`src/rtl/mult_ctrl_pkg.sv`:
```
// Shared types and sizing helpers for the shift-add multiplier controller.
// Imported by mult_step_counter and mult_ctrl_param.
package mult_ctrl_pkg;

   localparam int MULT_DEFAULT_WIDTH = 8;

   typedef enum logic [2:0] {
      IDLE  = 3'd0,
      CLEAR = 3'd1,
      ADD   = 3'd2,
      SHIFT = 3'd3,
      HOLD  = 3'd4
   } mult_state_e;

   // Counter must hold WIDTH-1; a 1-bit floor keeps degenerate widths legal.
   function automatic int cnt_width(input int width);
      return (width > 2) ? $clog2(width) : 1;
   endfunction

endpackage

```
`src/rtl/mult_step_counter.sv`:
```
// Step counter for the multiplier controller: cleared at the start of an
// operation, advanced once per shift, saturating at WIDTH-1.
module mult_step_counter
   import mult_ctrl_pkg::*;
#(
   parameter int WIDTH = MULT_DEFAULT_WIDTH,
   parameter int CNT_W = cnt_width(WIDTH)
) (
   input  logic             Clk,
   input  logic             Reset_n,
   input  logic             clear,
   input  logic             increment,
   output logic [CNT_W-1:0] cnt,
   output logic             last
);

   localparam logic [CNT_W-1:0] TERM = CNT_W'(WIDTH - 1);

   always_ff @(posedge Clk or negedge Reset_n) begin
      if (!Reset_n)
         cnt <= '0;
      else if (clear)
         cnt <= '0;
      else if (increment && !last)
         cnt <= cnt + CNT_W'(1);
   end

   assign last = (cnt == TERM);

endmodule

```
`src/rtl/mult_ctrl_param.sv`:
```
// Sequencing controller for the shift-add multiplier datapath, generic in
// operand width. Optional feature macro: MULT_CTRL_SKIP_EN (shift in ADD when M=0).
module mult_ctrl_param
   import mult_ctrl_pkg::*;
#(
   parameter int WIDTH = MULT_DEFAULT_WIDTH,
   parameter int CNT_W = cnt_width(WIDTH)
) (
   input  logic Clk,
   input  logic Reset_n,
   input  logic Run,
   input  logic M,
   input  logic Signed_Mode,
   output logic Clear_XA,
   output logic Add,
   output logic Sub,
   output logic Shift_En,
   output logic Busy,
   output logic Done
);

   mult_state_e      state_q, state_d;
   logic             mode_q;
   logic             cnt_clr, cnt_inc, last;
   logic [CNT_W-1:0] cnt;
   logic             skip_shift;

   mult_step_counter #(
      .WIDTH (WIDTH),
      .CNT_W (CNT_W)
   ) u_cnt (
      .Clk       (Clk),
      .Reset_n   (Reset_n),
      .clear     (cnt_clr),
      .increment (cnt_inc),
      .cnt       (cnt),
      .last      (last)
   );

`ifdef MULT_CTRL_SKIP_EN
   // A zero multiplier bit needs no add, so the shift is folded into ADD.
   assign skip_shift = (state_q == ADD) && !M;
`else
   assign skip_shift = 1'b0;
`endif

   always_ff @(posedge Clk or negedge Reset_n) begin
      if (!Reset_n) begin
         state_q <= IDLE;
         mode_q  <= 1'b0;
      end else begin
         state_q <= state_d;
         if (state_q == IDLE && Run)
            mode_q <= Signed_Mode;
      end
   end

   always_comb begin
      state_d = state_q;
      case (state_q)
         IDLE:    if (Run) state_d = CLEAR;
         CLEAR:   state_d = ADD;
         ADD:     if (skip_shift) state_d = last ? HOLD : ADD;
                  else            state_d = SHIFT;
         SHIFT:   state_d = last ? HOLD : ADD;
         HOLD:    if (!Run) state_d = IDLE;
         default: state_d = IDLE;
      endcase
   end

   assign cnt_clr = (state_q == CLEAR);
   assign cnt_inc = ((state_q == SHIFT) || skip_shift) && !last;

   // Add/Sub follow M combinationally; everything else decodes state only.
   always_comb begin
      Clear_XA = 1'b0;
      Add      = 1'b0;
      Sub      = 1'b0;
      Shift_En = 1'b0;
      Busy     = 1'b0;
      Done     = 1'b0;
      case (state_q)
         CLEAR: begin
            Clear_XA = 1'b1;
            Busy     = 1'b1;
         end
         ADD: begin
            Busy     = 1'b1;
            Add      = M;
            Sub      = M & mode_q & last;
            Shift_En = skip_shift;
         end
         SHIFT: begin
            Shift_En = 1'b1;
            Busy     = 1'b1;
         end
         HOLD:    Done = 1'b1;
         default: ;
      endcase
   end

   a_cnt_bound: assert property (@(posedge Clk) disable iff (!Reset_n)
      cnt <= CNT_W'(WIDTH - 1));
   a_excl: assert property (@(posedge Clk) disable iff (!Reset_n)
      $onehot0({Clear_XA, Add, Shift_En}) && (!Sub || Add));

endmodule

```
`config.mk`:
```
export PLATFORM = sky130hd
export DESIGN_NAME = mult_ctrl_param
export DESIGN_NICKNAME = d
export VERILOG_FILES = /design/src/rtl/mult_ctrl_pkg.sv /design/src/rtl/mult_step_counter.sv /design/src/rtl/mult_ctrl_param.sv
export SDC_FILE = /design/constraint.sdc
export NUM_CORES = 1
export LEC_CHECK = 0
export BUFFER_PORTS_ARGS = -buffer_cell sky130_fd_sc_hd__buf_2
export CORE_AREA = 2 2 39 41
export DETAILED_ROUTE_END_ITERATION = 7
export DIE_AREA = 0 0 41 43
export GPL_ROUTABILITY_DRIVEN = 1
export PLACE_DENSITY_LB_ADDON = 0.05
export SLEW_MARGIN = 0
export SYNTH_ARGS = -nofsm -noshare
export SYNTH_HDL_FRONTEND = slang
export SYNTH_SLANG_ARGS = --single-unit
export TNS_END_PERCENT = 30
```
`constraint.sdc`:
```
create_clock -name Clk -period 1.4 [get_ports Clk]
set_input_delay 0.07 -clock Clk [delete_from_list [all_inputs] [get_ports Clk]]
set_output_delay 0.07 -clock Clk [all_outputs]
set_load 0.005 [all_outputs]
```
==> results of run 1 <==
## metal layers
layer  up-vias  wire length (µm)  global-route usage [%]
met5         -                 0                       0
met4         0                 0                    8.00
met3         0                54                    4.71
met2        10               429                    18.4
met1       143               378                    14.9
li1        154                 -                       -
## metrics by stage
stage	hold WS [ns]	TNS, ns	cells	power (µW)	setup slack [ns]
6_report	0.0537	-0.0799	67	1040	-0.0799
5_1_grt	0.0537	-0.151	67	1150	-0.125
4_1_cts	0.0461	-0.0974	67	1050	-0.0974
3_5_place_dp	-0.0807	-0.0310	61	782	-0.0310
3_3_place_gp	-0.0865	-0.0137	61	753	-0.0137
2_1_floorplan	-0.226	0	35	639	0.175
## cell families (layout without fill, tap and decap cells)
| group | Yosys count | in the layout |
|---|---|---|
| fa+ha+maj | 2 | 2 |
| simple gates | 19 | 19 |
| buf+inv | 0 | 16 |
| compound gates | 6 | 6 |
| flops | 7 | 7 |
| mux | 1 | 1 |
## cell type report
class,count,area [µm²]
clock buffer,4,26.3
fill,150,860
multi-input combinational,28,229
sequential,7,175
tap,16,20.0
timing repair buffer,12,73.8
## flip-flops by register name, indices dropped and copies added (netlist names)
| register | flops |
|---|---|
| state_q | 3 |
| u_cnt.cnt | 3 |
| mode_q | 1 |
## power groups by stage
stage	Combinational, µW	Clock (µW)	Sequential, µW
CTS	451	197	400
global route	522	207	419
finish	450	189	402
detailed placement	401	0	381
global placement	377	0	376
floorplan	285	0	354
## timing repair
action,in CTS,in global routing
hold buffers,1,0
endpoints found under the hold margin,7,0
resized for setup,8,3
endpoints found under the setup margin,1,5
pin swaps,3,0
setup buffers,1,0
## Yosys cell counts (2+ instances only)
cell | count | area, µm²
dfrtp_1 | 7 | 175
nand2b_1 | 2 | 12.5
o21ai_0 | 3 | 15.0
and2_1 | 2 | 12.5
nor2_1 | 3 | 11.3
nand2_1 | 5 | 18.8
ha_1 | 2 | 25.0
## placed cells by master, fill, tap and decap left out, drive strengths merged, types with 2 or more instances in the layout
cell and count:
o21ai 3, nor2 4, clkbuf 4, and2 3, nand2 5, ha 2, buf 11, dfrtp 7
nand2b 2
## final timing paths
path	start	to	depth (start not counted)
hold reg to reg	mode_q	mode_q	1
max in group asynchronous	Reset_n	mode_q	2
min in group asynchronous	Reset_n	state_q[0]	2
hold / removal	Run	state_q[0]	2
setup / recovery	u_cnt.cnt[0]	Sub	5
setup reg to reg	u_cnt.cnt[0]	u_cnt.cnt[0]	6
==> flow_summary.yaml, run 1 <==
status:
  status: "complete, but fails checks"
  violations: "setup timing"
global_route:
  grt_util_all_layers_pct: 12.7
  first_global_vias: 300
  overflow: 0
  antenna_found_initial: 0
  grt_pass1_wl_um: 1420
  grt_max_degree: 9
placement:
  io_buffers: 10
  place.detailed.hpwl_um: 607
  dpl-instance-area_um2: 440
  routabilityCongestion: 0.609
route:
  post_drt_wl_per_cell_um: 12.9
  antenna_left: 0
  via_count: 307
  vias_per_cell: 4.58
  wl_um: 861
  remaining_drc_errors: 0
  first_iter_violations: 0
  drtPass1Iterations: 1
clock_tree:
  clk_latency_ns: 0.25
  cts-buffers-inserted: 3
  clk_pin_slew_ns: 0.06
  cts_sinks: 7
  cts-root-buf: "clkbuf_4"
  cts_tree: "built"
  h-tree-depth: 1
  cts_buffer_depth: 2
critical_path:
  crit_buf_inv: 1
  worst_setup_path_start_kind: "flip-flop"
  worstPathArrival_ns: 1.41
  slowest_delay_ns: 0.41
  reg2reg_slack_ns: 0.04
  end_kind: "output pin"
  crit_chain: "ha_4 > ha_4 > and2_4 > and4_4 > buf_6"
  crit_fanout: 3
  cpMostUsedCell: "ha_4"
  slowest_stage: "dfrtp_1"
  crit_family: "flip-flops"
  required_ns: 1.33
  crit_type: "flip-flop to output pin"
logic_synthesis:
  yosysWarnings: 0
  async_flop_share_pct: 100
  synth-simple-area-share_pct: 31.4
  syn_area_um2: 370
  yosys.area_share.xor_xnor_pct: 0
  synth_flop_cell: "dfrtp_1"
  synth_enable_flop_cells: 0
  synth.avg_cell_area_um2: 10.6
  synthMuxAreaShare_pct: 4.05
  ys_seq_area_share_pct: 47.3
  synthCells: 35
  synth_nets: 42
  ys_types: 18
  synth_top_family_by_area: "simple AND/OR/NAND/NOR gates"
  synth_fa_ha_area_share_pct: 6.76
  synth_compound_area_share_pct: 10.5
  synth_seq_cells: 7
layout:
  final_cell_area_um2: 524
  syn2layout_area_growth_pct: 41.6
  drive_above_1_share_pct: 49.0
  utilization_pct: 37.9
  antenna_cells: 0
  fin_nets: 59
floorplan:
  start_util_pct: 26.8
  die_w_um: 41
  fp.dieArea_mm2: 0.00176
  io_pins: 11
  fp-row-count: 14
  core_area_mm2: 0.00138
  die_h_um: 43
sta:
  fin_crit_ns: 1.48
  grt_setup_unrepaired: "true"
  worst_pin_slew_ns: 0.227
  skew_ns: 0.00508
  slew_viol_final: 0
  hold_viol: 0
  max_freq_mhz: 676
  finalSetupViolations: 1
  relSlewSlack_pct: 84.8
  fin_crit_sh_pct: 106
  fin_ws_ns: -0.0799
power_and_ir_drop:
  clkPwrFrac_pct: 18.1
  p_int_uw: 652
  powerDensity_mw_per_mm2: 1990
  sequentialPowerShare_pct: 38.6
  vdd_drop_max_uv: 709
  p_sw_share_pct: 37.3
  p_comb_share_pct: 43.3
  p_switching_uw: 388
  p_leak_uw: 0.000248
run:
  maxCapViolCount: 0
hold_path:
  min_path_type: "input pin to flip-flop"
No activity file was read; power rests on OpenSTA's default activity.
==> inputs of run 2 (changes only) <==
--- a/config.mk
+++ b/config.mk
@@ -5,6 +5,7 @@
 export SDC_FILE = /design/constraint.sdc
 export NUM_CORES = 1
 export LEC_CHECK = 0
+export ABC_AREA = 1
 export BUFFER_PORTS_ARGS = -buffer_cell sky130_fd_sc_hd__buf_2
 export CORE_AREA = 2 2 39 41
 export DETAILED_ROUTE_END_ITERATION = 7
==> run 2 against run 1 <==
The flow now finishes without violations. Largest cell class unchanged. Power rose by 7.8%. Die area is the same. Wire length grew 4.6%. Critical path type unchanged.
==> flow_summary.yaml, run 2 <==
critical_path:
  crit_buf_inv: 1
  crit_family: "flip-flops"
  end_kind: "output pin"
  crit_fanout: 5
  worst_setup_path_start_kind: "flip-flop"
  slowest_delay_ns: 0.39
  r2r-start: "u_cnt.cnt[1]"
  worstPathArrival_ns: 1.23
  crit_start: "u_cnt.cnt[1]"
  required_ns: 1.33
  slowest_stage: "dfrtp_1"
  crit_chain: "ha_2 > ha_4 > nand3_1 > nor2_1 > buf_2"
  crit_type: "flip-flop to output pin"
hold_path:
  hp-start: "Run"
  min_path_type: "input pin to flip-flop"
clock_tree:
  cts_sinks: 7
  clk_latency_ns: 0.25
  h-tree-depth: 1
  clk_pin_slew_ns: 0.06
  cts-root-buf: "clkbuf_4"
  cts_tree: "built"
  postCtsSetupRepairBufs: 0
  cts-buffers-inserted: 3
  cts_buffer_depth: 2
logic_synthesis:
  async_flop_share_pct: 100
  syn_area_um2: 404
  synth_seq_cells: 7
  synthCells: 56
  synth_nets: 63
  synth_flop_cell: "dfrtp_1"
  synth_common_cells: "nand2_1 (19), inv_1 (9), dfrtp_1 (7), nor2_1 (7), nand3_1 (5)"
  ys_types: 12
  netlist.area_leader.share_pct: 43.3
  synth_area_leaders: "dfrtp_1 (43%), nand2_1 (18%), inv_1 (8.4%)"
  synth.avg_cell_area_um2: 7.22
  ys_seq_area_share_pct: 43.3
  synth_enable_flop_cells: 0
  yosysMostFrequentCell: "nand2_1"
  yosys.area.top_type: "dfrtp_1"
  yosysWarnings: 0
route:
  first_iter_violations: 6
  highest_layer: "met4"
  antenna_left: 0
  drt-met1-wl_um: 396
  via_count: 384
  remaining_drc_errors: 0
  post_drt_wl_per_cell_um: 10.5
  drtPass1Iterations: 4
  wl_met2_um: 460
  wl_um: 901
  vias_per_cell: 4.47
  dr_wl_met3_um: 35
layout:
  fin_nets: 78
  syn2layout_area_growth_pct: 28.5
  drive_above_1_share_pct: 28.6
  antenna_cells: 0
  top_regs: "state_q x3, u_cnt.cnt x3, mode_q x1"
  final_common_cell: "nand2_1"
  num-fill-cells: 154
  layout_common_cells: "nand2_1 (19), buf_2 (10), inv_1 (9)"
floorplan:
  die_h_um: 43
  core_area_mm2: 0.00138
  io_pins: 11
  die_w_um: 41
  start_util_pct: 29.2
  fp-row-count: 14
  fp.dieArea_mm2: 0.00176
sta:
  grt_setup_unrepaired: "false"
  fin_crit_sh_pct: 93.2
  hold_viol: 0
  relSlewSlack_pct: 80.4
  max_freq_mhz: 767
  slew_viol_final: 0
  finalSetupViolations: 0
  fin_crit_ns: 1.30
  skew_ns: 0.00376
  worst_pin_slew_ns: 0.294
  fin_setup_tns_ns: 0
global_route:
  grt_util_all_layers_pct: 13.1
  overflow: 0
  grt_max_degree: 10
  grt_pass1_wl_um: 1480
  antenna_found_initial: 0
  first_global_vias: 365
placement:
  io_buffers: 10
  routabilityCongestion: 0.705
  place.detailed.hpwl_um: 688
run:
  maxCapViolCount: 0
power_and_ir_drop:
  p_leak_uw: 0.000298
  total_power_uw: 1120
  vdd_drop_max_uv: 852
  powerDensity_mw_per_mm2: 2160
status:
  status: "completed"
## run 2: path summary, 6_finish.rpt
kind                       slack (ns)  cells past startpoint           end
setup / recovery                  0.1                      5           Sub
setup reg to reg                 0.24                      6  u_cnt.cnt[0]
hold reg to reg                  0.49                      2        mode_q
hold / removal                   0.07                      3    state_q[2]
min in group asynchronous        0.18                      2  u_cnt.cnt[1]
max in group asynchronous        1.06                      2        mode_q
## run 2: worst min-delay path: cells and delay by family
kind,cells,cell delay (ns)
buffers and inverters,1,0.12
and+or+nand+nor,2,0.11
## run 2: cell type report
cell class / count / area (µm²) / area share [%]
repair buffers: 11 / 60.1 / 11.6
clock inverters: 1 / 5.00 / 0.964
clock buffers: 3 / 22.5 / 4.34
inverters: 10 / 37.5 / 7.23
multi-input cells: 38 / 199 / 38.3
flip-flops and latches: 7 / 175 / 33.7
well taps: 16 / 20.0 / 3.86
## run 2: timing repair
item	CTS	global route
hold buffers	1	0
hold endpoints to repair	7	0
endpoints found under the setup margin	1	1
gates resized for setup	1	2
pin swaps	0	1
## run 2: routing by layer
| metal | track usage (%) | up-vias |
|---|---|---|
| met2 | 18.1 | 5 |
| met5 | 0 | - |
| li1 | - | 200 |
| met3 | 3.14 | 2 |
| met4 | 10.0 | 0 |
| met1 | 16.6 | 177 |
## run 2: through the flow
step / setup slack [ns] / std cells / hold slack, ns / utilization (%) / area (µm²)
6_report: 0.0959 / 86 / 0.0725 / 37.5 / 519
5_1_grt: 0.00462 / 86 / 0.0888 / 37.5 / 519
4_1_cts: 0.0456 / 86 / 0.0659 / 36.6 / 507
3_5_place_dp: 0.152 / 81 / -0.0787 / 33.7 / 467
3_3_place_gp: 0.167 / 81 / -0.0752 / 33.7 / 467
2_1_floorplan: 0.244 / 56 / -0.226 / - / 404
## run 2: logic make-up (layout without fill, tap and decap cells)
| logic type | after synthesis | after routing | synth area share [%] |
|---|---|---|---|
| simple gates | 35 | 35 | 37.5 |
| buf+inv | 11 | 25 | 11.1 |
| flops | 7 | 7 | 43.3 |
| fa+ha+maj | 2 | 2 | 6.19 |
| compound gates | 1 | 1 | 1.86 |
## run 2: power breakdown
group / switching [µW] / internal, µW / leakage, µW
clock network: 82.8 / 105 / 0.0000177
registers: 114 / 297 / 0.0000853
logic: 294 / 230 / 0.000195
